--- config.mk ---
export PLATFORM = sky130hd
export DESIGN_NAME = combo_entry_capture
export DESIGN_NICKNAME = d
export VERILOG_FILES = /design/src/rtl/combo_entry_capture_pkg.sv /design/src/rtl/combo_entry_capture_key_debounce.sv /design/src/rtl/combo_entry_capture.sv
export SDC_FILE = /design/constraint.sdc
export NUM_CORES = 1
export LEC_CHECK = 0
export ABC_AREA = 1
export CAP_MARGIN = 40
export CORE_MARGIN = 1
export CORE_UTILIZATION = 40
export CTS_CLUSTER_DIAMETER = 100
export DETAILED_ROUTE_END_ITERATION = 10
export GPL_ROUTABILITY_DRIVEN = 0
export SLEW_MARGIN = 20
export SYNTH_ARGS = -nofsm -noshare
export SYNTH_HDL_FRONTEND = slang
export SYNTH_HIERARCHICAL = 1
export SYNTH_SLANG_ARGS = --single-unit
--- constraint.sdc ---
create_clock -name clock -period 3.9 [get_ports clock]
set_input_delay 0.975 -clock clock [delete_from_list [all_inputs] [get_ports clock]]
set_output_delay 0.975 -clock clock [all_outputs]
set_load 0.02 [all_outputs]
--- src/rtl/combo_entry_capture_pkg.sv ---
// Shared types and constants for the combination-lock entry datapath.
// Latency: n/a (types, constants and one pure helper function).
// Backpressure: n/a.
package combo_pkg;

   // Slot FSM: the encoding doubles as the "next slot to fill" index.
   typedef enum logic [1:0] {
      S0 = 2'd0,
      S1 = 2'd1,
      S2 = 2'd2
   } state_e;

   localparam logic [7:0] CLEAR_PAIR = 8'h00;
   localparam logic [3:0] BCD_MAX    = 4'd9;
   localparam int         SLOT_COUNT = 3;

   // {pair0, pair1, pair2}, pair0 in the top byte; shared with the lock/display stage.
   typedef logic [8*SLOT_COUNT-1:0] code_word_t;

   function automatic logic is_bcd_pair(input logic [7:0] p);
      return (p[7:4] <= BCD_MAX) && (p[3:0] <= BCD_MAX);
   endfunction

endpackage

--- src/rtl/combo_entry_capture_key_debounce.sv ---
// Synchronise and debounce an active-low key; emit a one-cycle press pulse.
// Latency: press_o rises 2 + DEBOUNCE_CYCLES cycles after key_n_i settles low.
// Backpressure: none; at most one pulse per debounced 1->0 transition.
//
// Ports: clk_i, rst_i (async, active-high), key_n_i (raw, asynchronous),
//        press_o (registered one-cycle pulse).
module key_debounce #(
   parameter int DEBOUNCE_CYCLES = 500000
) (
   input  logic clk_i,
   input  logic rst_i,
   input  logic key_n_i,
   output logic press_o
);

   localparam int            CW       = $clog2(DEBOUNCE_CYCLES + 2);
   localparam logic [CW-1:0] CNT_LAST = CW'(DEBOUNCE_CYCLES - 1);
   // Two extra cycles cover the synchroniser flops, which leave reset as "released".
   localparam logic [CW-1:0] ARM_LAST = CW'(DEBOUNCE_CYCLES + 1);

   logic [1:0]    sync_q;
   logic          level_q, level_d;
   logic [CW-1:0] cnt_q, cnt_d;
   logic          armed_q, armed_d;
   logic [CW-1:0] arm_cnt_q, arm_cnt_d;
   logic          press_q, press_d;

   always_comb begin
      level_d   = level_q;
      cnt_d     = cnt_q;
      press_d   = 1'b0;
      armed_d   = armed_q;
      arm_cnt_d = arm_cnt_q;

      if (sync_q[1] == level_q) begin
         cnt_d = '0;
      end else if (cnt_q == CNT_LAST) begin
         cnt_d   = '0;
         level_d = sync_q[1];
         // Only the released->pressed edge is an event, and only once armed.
         press_d = armed_q & level_q;
      end else begin
         cnt_d = cnt_q + 1'b1;
      end

      // A key held down through reset must be seen released before it can
      // generate a press; otherwise reset release would look like a new press.
      if (!armed_q) begin
         if (!sync_q[1]) begin
            arm_cnt_d = '0;
         end else if (arm_cnt_q == ARM_LAST) begin
            armed_d = 1'b1;
         end else begin
            arm_cnt_d = arm_cnt_q + 1'b1;
         end
      end
   end

   always_ff @(posedge clk_i or posedge rst_i) begin
      if (rst_i) begin
         sync_q    <= 2'b11;
         level_q   <= 1'b1;
         cnt_q     <= '0;
         armed_q   <= 1'b0;
         arm_cnt_q <= '0;
         press_q   <= 1'b0;
      end else begin
         sync_q    <= {sync_q[0], key_n_i};
         level_q   <= level_d;
         cnt_q     <= cnt_d;
         armed_q   <= armed_d;
         arm_cnt_q <= arm_cnt_d;
         press_q   <= press_d;
      end
   end

   assign press_o = press_q;

endmodule

--- src/rtl/combo_entry_capture.sv ---
// Entry capture: sync switches, debounce enter, validate BCD pairs, fill 3 code slots.
// Latency: strobes appear 3 + DEBOUNCE_CYCLES cycles after enter_n settles low.
// Backpressure: none; outputs are one-cycle strobes plus held entry_pair/slot/code_word.
//
// Ports: clock, reset (async, active-high), A/B (tens/ones digit switches),
//        enter_n (raw active-low key); entry_pair, entry_stb, slot, code_word,
//        code_valid, clear_stb, digit_err, timeout_stb (all registered).
module combo_entry_capture
   import combo_pkg::*;
#(
   parameter int DEBOUNCE_CYCLES = 500000,
   parameter int TIMEOUT_CYCLES  = 250000000
) (
   input  logic       clock,
   input  logic       reset,
   input  logic [3:0] A,
   input  logic [3:0] B,
   input  logic       enter_n,
   output logic [7:0] entry_pair,
   output logic       entry_stb,
   output logic [1:0] slot,
   output code_word_t code_word,
   output logic       code_valid,
   output logic       clear_stb,
   output logic       digit_err,
   output logic       timeout_stb
);

   localparam int            IW        = (TIMEOUT_CYCLES > 1) ? $clog2(TIMEOUT_CYCLES) : 1;
   localparam logic [IW-1:0] IDLE_LAST = IW'(TIMEOUT_CYCLES - 1);

   logic [7:0] ab_meta_q, ab_sync_q;
   logic       press;

   state_e     state_q, state_d;
   logic [IW-1:0] idle_q, idle_d;
   code_word_t code_q, code_d;
   logic [7:0] pair_q, pair_d;
   logic       entry_q, entry_d;
   logic       valid_q, valid_d;
   logic       clear_q, clear_d;
   logic       err_q, err_d;
   logic       tmo_q, tmo_d;

   key_debounce #(
      .DEBOUNCE_CYCLES(DEBOUNCE_CYCLES)
   ) u_key (
      .clk_i   (clock),
      .rst_i   (reset),
      .key_n_i (enter_n),
      .press_o (press)
   );

   always_comb begin
      state_d = state_q;
      idle_d  = idle_q;
      code_d  = code_q;
      pair_d  = pair_q;
      entry_d = 1'b0;
      valid_d = 1'b0;
      clear_d = 1'b0;
      err_d   = 1'b0;
      tmo_d   = 1'b0;

      if (press) begin
         // A press always restarts the idle window, so it beats a same-cycle expiry.
         idle_d = '0;
         if (ab_sync_q == CLEAR_PAIR) begin
            clear_d = 1'b1;
            code_d  = '0;
            state_d = S0;
         end else if (!is_bcd_pair(ab_sync_q)) begin
            err_d = 1'b1;
         end else begin
            entry_d = 1'b1;
            pair_d  = ab_sync_q;
            case (state_q)
               S0: begin
                  code_d  = {ab_sync_q, 16'h0000};
                  state_d = S1;
               end
               S1: begin
                  code_d[15:8] = ab_sync_q;
                  state_d      = S2;
               end
               S2: begin
                  code_d[7:0] = ab_sync_q;
                  valid_d     = 1'b1;
                  state_d     = S0;
               end
               default: state_d = S0;
            endcase
         end
      end else if (state_q == S0 || TIMEOUT_CYCLES == 0) begin
         idle_d = '0;
      end else if (idle_q == IDLE_LAST) begin
         tmo_d   = 1'b1;
         code_d  = '0;
         state_d = S0;
         idle_d  = '0;
      end else begin
         idle_d = idle_q + 1'b1;
      end
   end

   always_ff @(posedge clock or posedge reset) begin
      if (reset) begin
         ab_meta_q <= '0;
         ab_sync_q <= '0;
         state_q   <= S0;
         idle_q    <= '0;
         code_q    <= '0;
         pair_q    <= '0;
         entry_q   <= 1'b0;
         valid_q   <= 1'b0;
         clear_q   <= 1'b0;
         err_q     <= 1'b0;
         tmo_q     <= 1'b0;
      end else begin
         ab_meta_q <= {A, B};
         ab_sync_q <= ab_meta_q;
         state_q   <= state_d;
         idle_q    <= idle_d;
         code_q    <= code_d;
         pair_q    <= pair_d;
         entry_q   <= entry_d;
         valid_q   <= valid_d;
         clear_q   <= clear_d;
         err_q     <= err_d;
         tmo_q     <= tmo_d;
      end
   end

   assign entry_pair  = pair_q;
   assign entry_stb   = entry_q;
   assign slot        = state_q;
   assign code_word   = code_q;
   assign code_valid  = valid_q;
   assign clear_stb   = clear_q;
   assign digit_err   = err_q;
   assign timeout_stb = tmo_q;

endmodule

# ---- Word-level counts from Yosys, hierarchy flattened
# Index checks and enable logic that the tools add are counted.
dict set report word_totals {
  register_bits 126
  inputBits 11
  output_inout_bits 39
}
dict set report classes {
  magnitude_cmp 2
  bitwise 4
  reduce_logical 11
  n_eq_ne 12
  add_sub_neg 3
  muxes 41
}
# op count
set op_table {}
lappend op_table {{2-to-1 mux 24 bit} 5}
lappend op_table {{2-to-1 mux 28 bit} 3}
lappend op_table {{2-to-1 mux 19 bit} 4}
lappend op_table {{adder 19 x 1 -> 19 bit (second input constant)} 2}
lappend op_table {{equality test 19 bit (second input constant)} 2}
lappend op_table {{one-hot mux 8 bit (2 select lines)} 2}
lappend op_table {{adder 28 x 1 -> 28 bit (second input constant)} 1}
lappend op_table {{equality test 28 bit (second input constant)} 1}
lappend op_table {{2-to-1 mux 1 bit} 20}
lappend op_table {{AND reduction 4 bit} 3}
lappend op_table {{2-to-1 mux 2 bit} 5}
lappend op_table {{<= comparator 4 bit (second input constant)} 2}
lappend op_table {{logical NOT 8 bit} 1}
lappend op_table {{2-to-1 mux 8 bit} 1}
lappend op_table {{!= test 4 bit (second input constant)} 2}
lappend op_table {{!= test 3 bit (second input constant)} 2}
lappend op_table {{AND reduction 3 bit} 2}
lappend op_table {{one-hot mux 2 bit (2 select lines)} 1}
lappend op_table {{AND reduction 2 bit} 2}
lappend op_table {{inverter 1 bit} 3}
lappend op_table {{equality test 2 x 1 -> 1 bit (second input constant)} 1}
lappend op_table {{equality test 2 bit (second input constant)} 1}
lappend op_table {{logical NOT 2 bit} 1}
lappend op_table {{!= test 2 x 1 -> 1 bit (second input constant)} 1}
lappend op_table {{other kinds (5)} 5}

# ---- Depth between registers and ports, before layout
# Gate-level depths: netlist (run 1).
dict set report depth {
  depth_word 5
  ltp_mapped 10
}

# ---- Modules after synthesis
# The synthesis (run 1) kept the hierarchy.
# mod cells_per_inst seq_area_each_um2 area_per_inst_um2 instances
set modules_own_cells {}
lappend modules_own_cells {combo_entry_capture 463 2077.0 3917.5 1}
lappend modules_own_cells {key_debounce 325 1079.8 2462.4 1}

# ---- Worst setup path before layout (run 1)
# Ideal clock, no wire load.
dict set report synth_path {
  path_type {reg-to-reg}
  startpoint {reg idle_q[0]}
  endpoint {reg idle_q[18]}
  slack_ns 2.402
  t_arrival_ns 1.379
  required_ns 3.781
  synth_period_minus_slack_ns 1.498
  stages_incl_launch_ff 10
  cell_sequence {dfrtp_1 > ha_1 > nand2_2 > nor2_4 > nand3_1 > nor2_2 > a21boi_2 > inv_1 > buf_4 > nor2_1}
}
dict set report synth_via {
  elab_chain_cells 4
  elab_cells_between_ends 5
}
# element line_no
set synth_lines {}
lappend synth_lines {{from (decl)} combo_entry_capture.sv:36} ;# logic [IW-1:0] idle_q, idle_d;
lappend synth_lines {{from (signal assigned)} combo_entry_capture.sv:123} ;# idle_q <= idle_d;
lappend synth_lines {{adder 28 x 1 -> 28 bit / equality test 28 bit (equally long branches)} {combo_entry_capture.sv:102, combo_entry_capture.sv:96}}
lappend synth_lines {{2-to-1 mux 28 bit *} combo_entry_capture.sv:96} ;# end else if (idle_q == IDLE_LAST) begin
lappend synth_lines {{2-to-1 mux 28 bit *} combo_entry_capture.sv:94} ;# end else if (state_q == S0 || TIMEOUT_CYCLES == 0) begin
lappend synth_lines {{2-to-1 mux 28 bit *} combo_entry_capture.sv:65} ;# if (press) begin
lappend synth_lines {{net idle_d[18]} combo_entry_capture.sv:36}
# Mark *: on every way through the listed nets, which the timed path passes. The rest lies on a longest branch.
# A chain may end at the register's enable or synchronous reset.

# ---- Final worst setup path (run 1)
dict set report layout_path {
  startpoint {reg state_q[1], in the netlist slot[1]}
  endpoint {out slot[1]}
}
# element line_no
set layout_lines {}
lappend layout_lines {{from (decl)} combo_entry_capture.sv:35} ;# state_e state_q, state_d;
lappend layout_lines {{from (signal assigned)} combo_entry_capture.sv:122} ;# state_q <= state_d;
lappend layout_lines {{to (decl)} combo_entry_capture.sv:21} ;# output logic [1:0] slot,
# No word-level cell between the ends.

==> flow_summary_export.csv, run 1 <==
group,metric,value,unit
outcome,status,"finished clean",
clocking,clk_latency,0.42,ns
clocking,cts_sinks,126,
clocking,cts.path.max_buffers,2,
logic_synthesis,synth_nets,803,
timing,min_period_over_period,0.637,
setup_path,r2r_start,"u_key/press_o$_DFF_PP0_",
timing,finClkSkew,0.00613,ns
logic_synthesis,synth_top_area_share,0.482,
power,peakVddDrop,0.295,mV
clocking,numCtsBuffers,17,
die,std_cell_rows,45,
timing,tightest_slew,0.718,ns
timing,maxSlewHeadroom,0.518,
power,powerDensity,394,nW/um^2
global_route,grt_pass1_vias,4774,
setup_path,cp_num_buf_inv,1,
placed_design,dp.final_hpwl,9.71,mm
setup_path,cp-startpoint,"slot[1]$_DFFE_PP0P_",
worst_hold_path,hp-start,"ab_meta_q[0]$_DFF_PP0_",
setup_path,cpMaxStageDelayCell,"clkdlybuf4s50_1",
setup_path,path_max_fanout,6,
clocking,cts_tree,"done",
detailed_routing,vias,5072,
timing,finalHoldViolations,0,
setup_path,crit_type,"register to output pin",
clocking,htree_levels,4,
clocking,cts_resized,0,
logic_synthesis,synth_flop_cell,"dfrtp_1",
worst_hold_path,hold_depth,0,
logic_synthesis,yosys.area_share.adder,0.00784,
clocking,cts_hold_buf,0,
logic_synthesis,syn_inst,788,
cells_and_area,fin_nets,862,
logic_synthesis,yosys_warnings,6,
logic_synthesis,synthesis.area,6380,um^2
logic_synthesis,synthArstFlopShare,1.00,
timing,maxClockFrequency,403,MHz
setup_path,crit_family,"buffers and inverters",
timing,setup_tns,0,ns
cells_and_area,diodes,0,
detailed_routing,wl_per_cell,12.6,um
run,maxCapViolations,0,
timing,period_needed,2.48,ns
setup_path,start_kind,"register",
logic_synthesis,synth_top_family_by_area,"simple AND/OR/NAND/NOR gates",
setup_path,critPathArrivalTime,1.51,ns
global_route,grt_max_degree,84,
cells_and_area,drive_gt1_frac,0.109,
global_route,grt.overflow.total,0,
setup_path,end_kind,"output pin",
logic_synthesis,synth-seq-cells,126,
setup_path,worstPathCellList,"clkdlybuf4s50_1",
timing,setup_viol,0,
die,coreArea,15400,um^2
logic_synthesis,synth_simple_gate_area_frac,0.343,
logic_synthesis,ys_seq_area_frac,0.495,
die,die_h,128,um
logic_synthesis,synth_compound_area_frac,0.0530,
detailed_routing,detail-route-antenna-nets,0,
setup_path,crit_cells,1,
worst_hold_path,hp-class,"register to register",
logic_synthesis,avgSynthCellArea,8.10,um^2
detailed_routing,drc,0,
power,cellLeakagePower,0.00331,uW
setup_path,required,2.92,ns
clocking,cts_root_buf,"clkbuf_16",
global_route,antenna_found_initial,0,
detailed_routing,first_pass_iters,5,
clocking,post-cts-setup-buffers,0,
detailed_routing,viasPerCell,4.74,
logic_synthesis,synth_edf_count,0,
die,ioPinCount,50,
logic_synthesis,synth-xor-area-share,0.0384,
logic_synthesis,synth.mux.area_fraction,0,
setup_path,reg2reg_depth,6,
power,p_total,3020,uW
logic_synthesis,yosysMostFrequentCell,"nand2_1",
die,dieArea,16500,um^2
timing,drv_slew,0,
placed_design,numPortBuffers,49,
global_route,track_usage,0.182,
detailed_routing,wl,13.5,mm
setup_path,critPathMaxStageDelay,0.64,ns
cells_and_area,finalCoreUtilization,0.499,
clocking,clk_pin_slew,0.05,ns
detailed_routing,drt_iter0_drc,285,
cells_and_area,syn_to_final_growth,20.3,%
logic_synthesis,synth_common_cells,"221 x nand2_1, 130 x nor2_1, 123 x dfrtp_1, 74 x inv_1, 57 x nand3_1",
die,start_util,0.415,
global_route,grt_pass1_wl,23.3,mm
logic_synthesis,netlist.top_cell.by_area,"dfrtp_1",
timing,holdWs,0.348,ns
timing,rsz0062_at_grt,"false",
die,die_x,128,um
logic_synthesis,synth_area_leaders,"dfrtp_1 48%, nand2_1 13%, nor2_1 7.6%, nand3_1 4.5%, inv_1 4.4%",
logic_synthesis,yosys.cell_types.count,38,
==> placed cells by master (no fill, tap or decap), drive strengths merged, types with 21 or more instances in the layout <==
cell type,netlist,layout
clkbuf,2,21
nor2,143,143
nand2,229,229
nand3,64,64
nor3,35,35
dfrtp,123,123
xor2,21,21
clkdlybuf4s50,0,49
o21ai,37,37
inv,75,73
==> cell type report <==
| class | instances | area [um^2] |
|---|---|---|
| clock buffer | 21 | 470 |
| clock inverter | 11 | 140 |
| fill | 1460 | 7700 |
| sequential | 126 | 3160 |
| inverter | 75 | 283 |
| multi-input combinational | 574 | 2820 |
| tap | 211 | 264 |
| timing repair buffer | 53 | 541 |
==> cells by family after synthesis <==
family | count (synthesis)
buffers and inverters | 88
xor gates and xnor gates | 28
DFF | 126
adders and majority gates | 4
AOI/OAI and AO/OA | 48
and+or+nand+nor | 494
==> metrics by stage <==
stage,setup slack [ns],area [um^2],instances
after CTS,1.41,7670,1071
after detailed placement,1.76,7060,1039
final,1.42,7670,1071
after global placement,1.70,7050,1038
after floorplan,0.788,6380,788
after global routing,1.37,7670,1071
==> flip-flops by register name, summed over array words and instances (netlist names) <==
name and count:
ab_meta_q 8, ab_sync_q 8, clear_stb 1, code_valid 1
code_word 24, digit_err 1, entry_pair 8, entry_stb 1
idle_q 28, slot 2, timeout_stb 1, u_key/arm_cnt_q 19
u_key/armed_q 1, u_key/cnt_q 19, u_key/level_q 1, u_key/press_o 1
u_key/sync_q 2
==> layer usage <==
metal | global-route usage | wire [um]
met1 | 0.247 | 6670
met2 | 0.288 | 6220
met3 | 0.0401 | 489
met4 | 0.0609 | 148
met5 | 0 | 0
==> power breakdown <==
group / internal [uW] / leakage, uW / switching [uW]
registers: 1320 / 0.00171 / 11.6
logic: 22.8 / 0.00131 / 52.5
clock network: 1050 / 0.000291 / 562
total: 2400 / 0.00331 / 626
==> final timing paths <==
path | endpoint | slack, ns
max | slot[1] | 1.42
max reg2reg | entry_pair[5]$_DFFE_PP0P_ | 1.73
min in group asynchronous | u_key/arm_cnt_q[4]$_DFFE_PP0P_ | 0.90
min | ab_sync_q[0]$_DFF_PP0_ | 0.35
max in group asynchronous | u_key/cnt_q[12]$_DFF_PP0_ | 2.29
min reg2reg | ab_sync_q[0]$_DFF_PP0_ | 0.35
(Power assumes the default switching activity.)
==> run 2, diff against run 1 <==
==> constraint.sdc (replaced) <==
create_clock -name clock -period 2.2 [get_ports clock]
set_input_delay 0.55 -clock clock [delete_from_list [all_inputs] [get_ports clock]]
set_output_delay 0.55 -clock clock [all_outputs]
set_load 0.02 [all_outputs]
==> run 2 against run 1 <==
Count of clock-buffer cells in the layout up 1. Via count up 1.5%. Clock power up 70%. Non-clock buffer count up 9. Utilization up 0.33 points.
==> flow_summary_export.csv, run 2 (synthesis results as in run 1) <==
group,metric,value,unit
power,switching_power,1130,uW
worst_hold_path,holdPathEnd,"ab_sync_q[4]$_DFF_PP0_",
detailed_routing,drc,0,
clocking,htree_levels,4,
placed_design,numPortBuffers,49,
power,p_comb_frac,0.026,
power,p_sw_frac,0.215,
timing,min_period_over_period,0.944,
placed_design,dp.final_hpwl,10.0,mm
power,powerDensity,678,nW/um^2
cells_and_area,largest_reg_flops,28,
timing,maxSlewHeadroom,0.689,
die,dieArea,16500,um^2
clocking,post-cts-setup-buffers,0,
global_route,grt.overflow.total,0,
global_route,antenna_found_initial,0,
setup_path,r2r-end,"idle_q[3]$_DFF_PP0_",
clocking,cts_tree,"done",
cells_and_area,final_cell_mix,"221 x nand2_1, 130 x nor2_1, 123 x dfrtp_1, 72 x inv_1, 57 x nand3_1",
timing,setup_viol,0,
setup_path,r2r_start,"idle_q[0]$_DFF_PP0_",
die,die_x,128,um
cells_and_area,syn_to_final_growth,21.1,%
setup_path,critPathMaxStageDelay,0.65,ns
worst_hold_path,hold_depth,0,
power,internal_power,4110,uW
clocking,clk_pin_slew,0.05,ns
timing,period_needed,2.08,ns
worst_hold_path,hp-start,"ab_meta_q[4]$_DFF_PP0_",
power,peakVddDrop,0.594,mV
cells_and_area,n_fill_cell,1516,
die,coreArea,15400,um^2
setup_path,required,1.65,ns
cells_and_area,top_register,"idle_q",
clocking,cts_sinks,126,
die,die_h,128,um
global_route,grt_pass1_vias,4991,
detailed_routing,first_pass_iters,5,
power,p_total,5240,uW
cells_and_area,diodes,0,
timing,maxClockFrequency,481,MHz
setup_path,crit_type,"register to output pin",
die,ioPinCount,50,
setup_path,crit_family,"buffers and inverters",
setup_path,start_kind,"register",
cells_and_area,drive_gt1_frac,0.116,
timing,tightest_slew,0.467,ns
clocking,cts_root_buf,"clkbuf_16",
power,clkPwrFrac,0.522,
die,std_cell_rows,45,
outcome,status,"finished clean",
setup_path,path_max_fanout,6,
setup_path,end_kind,"output pin",
detailed_routing,vias,5149,
global_route,track_usage,0.190,
setup_path,critPathArrivalTime,1.53,ns
cells_and_area,final_common_cell,"nand2_1",
cells_and_area,fin_cells,1080,
cells_and_area,multi_input_area,2830,um^2
detailed_routing,viasPerCell,4.77,
clocking,numCtsBuffers,17,
cells_and_area,seqCellArea,3160,um^2
global_route,grt_pass1_wl,24.4,mm
timing,holdWs,0.346,ns
setup_path,cpMaxStageDelayCell,"clkdlybuf4s50_1",
setup_path,worstPathCellList,"clkdlybuf4s50_1",
timing,finalHoldViolations,0,
timing,rsz0062_at_grt,"false",
detailed_routing,drt_iter0_drc,300,
setup_path,cp_num_buf_inv,1,
timing,finClkSkew,0.00812,ns
detailed_routing,detail-route-antenna-nets,0,
cells_and_area,finalCoreUtilization,0.503,
global_route,grt_max_degree,50,
placed_design,dp_cells,1048,
power,seqPwrFrac,0.452,
worst_hold_path,hp-class,"register to register",
clocking,clk_latency,0.42,ns
detailed_routing,wl,14.0,mm
timing,drv_slew,0,
cells_and_area,fin_nets,871,
detailed_routing,wl_per_cell,13.0,um
power,cellLeakagePower,0.00333,uW
clocking,cts.path.max_buffers,2,
die,start_util,0.415,
timing,setup_tns,0,ns
run,maxCapViolations,0,
setup_path,rrSetupSlack,0.36,ns
setup_path,reg2reg_depth,9,
## run 2: cell types whose count changed in the layout (fill, tap and decap cells not counted), sizes merged
cell      previous run  this run
clkinvlp             4         5
clkinv               6         5
bufinv               3         2
buf                  4        13
clkbuf              21        22
## run 2: what timing repair did
action	in CTS	in global routing
setup endpoints to repair	0	2
hold buffers	0	0
gates resized for setup	0	1
## run 2: final cells by class
type / instances / area share
Inverter: 75 / 0.0369
Sequential cell: 126 / 0.409
Tap cell: 211 / 0.0342
Clock inverter: 10 / 0.0147
Clock buffer: 22 / 0.0601
Multi-Input combinational cell: 574 / 0.366
Timing Repair Buffer: 62 / 0.0794
## run 2: through the flow
stage,area [um^2],setup WS [ns]
2_1_floorplan,6380,0.652
3_3_place_gp,7140,0.222
3_5_place_dp,7140,0.140
4_1_cts,7720,0.113
5_1_grt,7720,0.0678
6_report,7720,0.123
## run 2: worst max-delay path by stage
stage                        start                             end  cells past startpoint
2_1_floorplan                reset  u_key/arm_cnt_q[0]$_DFFE_PP0P_                      1
3_3_place_gp   idle_q[0]$_DFF_PP0_             idle_q[7]$_DFF_PP0_                      9
3_5_place_dp   idle_q[0]$_DFF_PP0_             idle_q[3]$_DFF_PP0_                      9
4_1_cts        slot[1]$_DFFE_PP0P_                         slot[1]                      1
5_1_grt        slot[1]$_DFFE_PP0P_                         slot[1]                      1
6_report       slot[1]$_DFFE_PP0P_                         slot[1]                      1
## run 2: worst register-to-register path: cells and delay by family (launching register included)
family	cells	cell delay, ns
fa+ha+maj	1	0.24
compound gates	1	0.38
flops	1	0.40
simple gates	5	0.46
buf+inv	2	0.29
## run 2: power groups by stage
stage	clock [uW]	sequential (uW)	combinational (uW)
finish	2730	2370	136
global route	2890	2370	156
CTS	2790	2370	142
detailed placement	0	2410	141
global placement	0	2410	142
floorplan	0	2400	86.1
## run 2: metal layers
layer  GRT usage  part of all wire
met1       0.257              0.48
met4      0.0637             0.015
met2       0.298              0.46
met5           0                 0
met3      0.0451             0.042
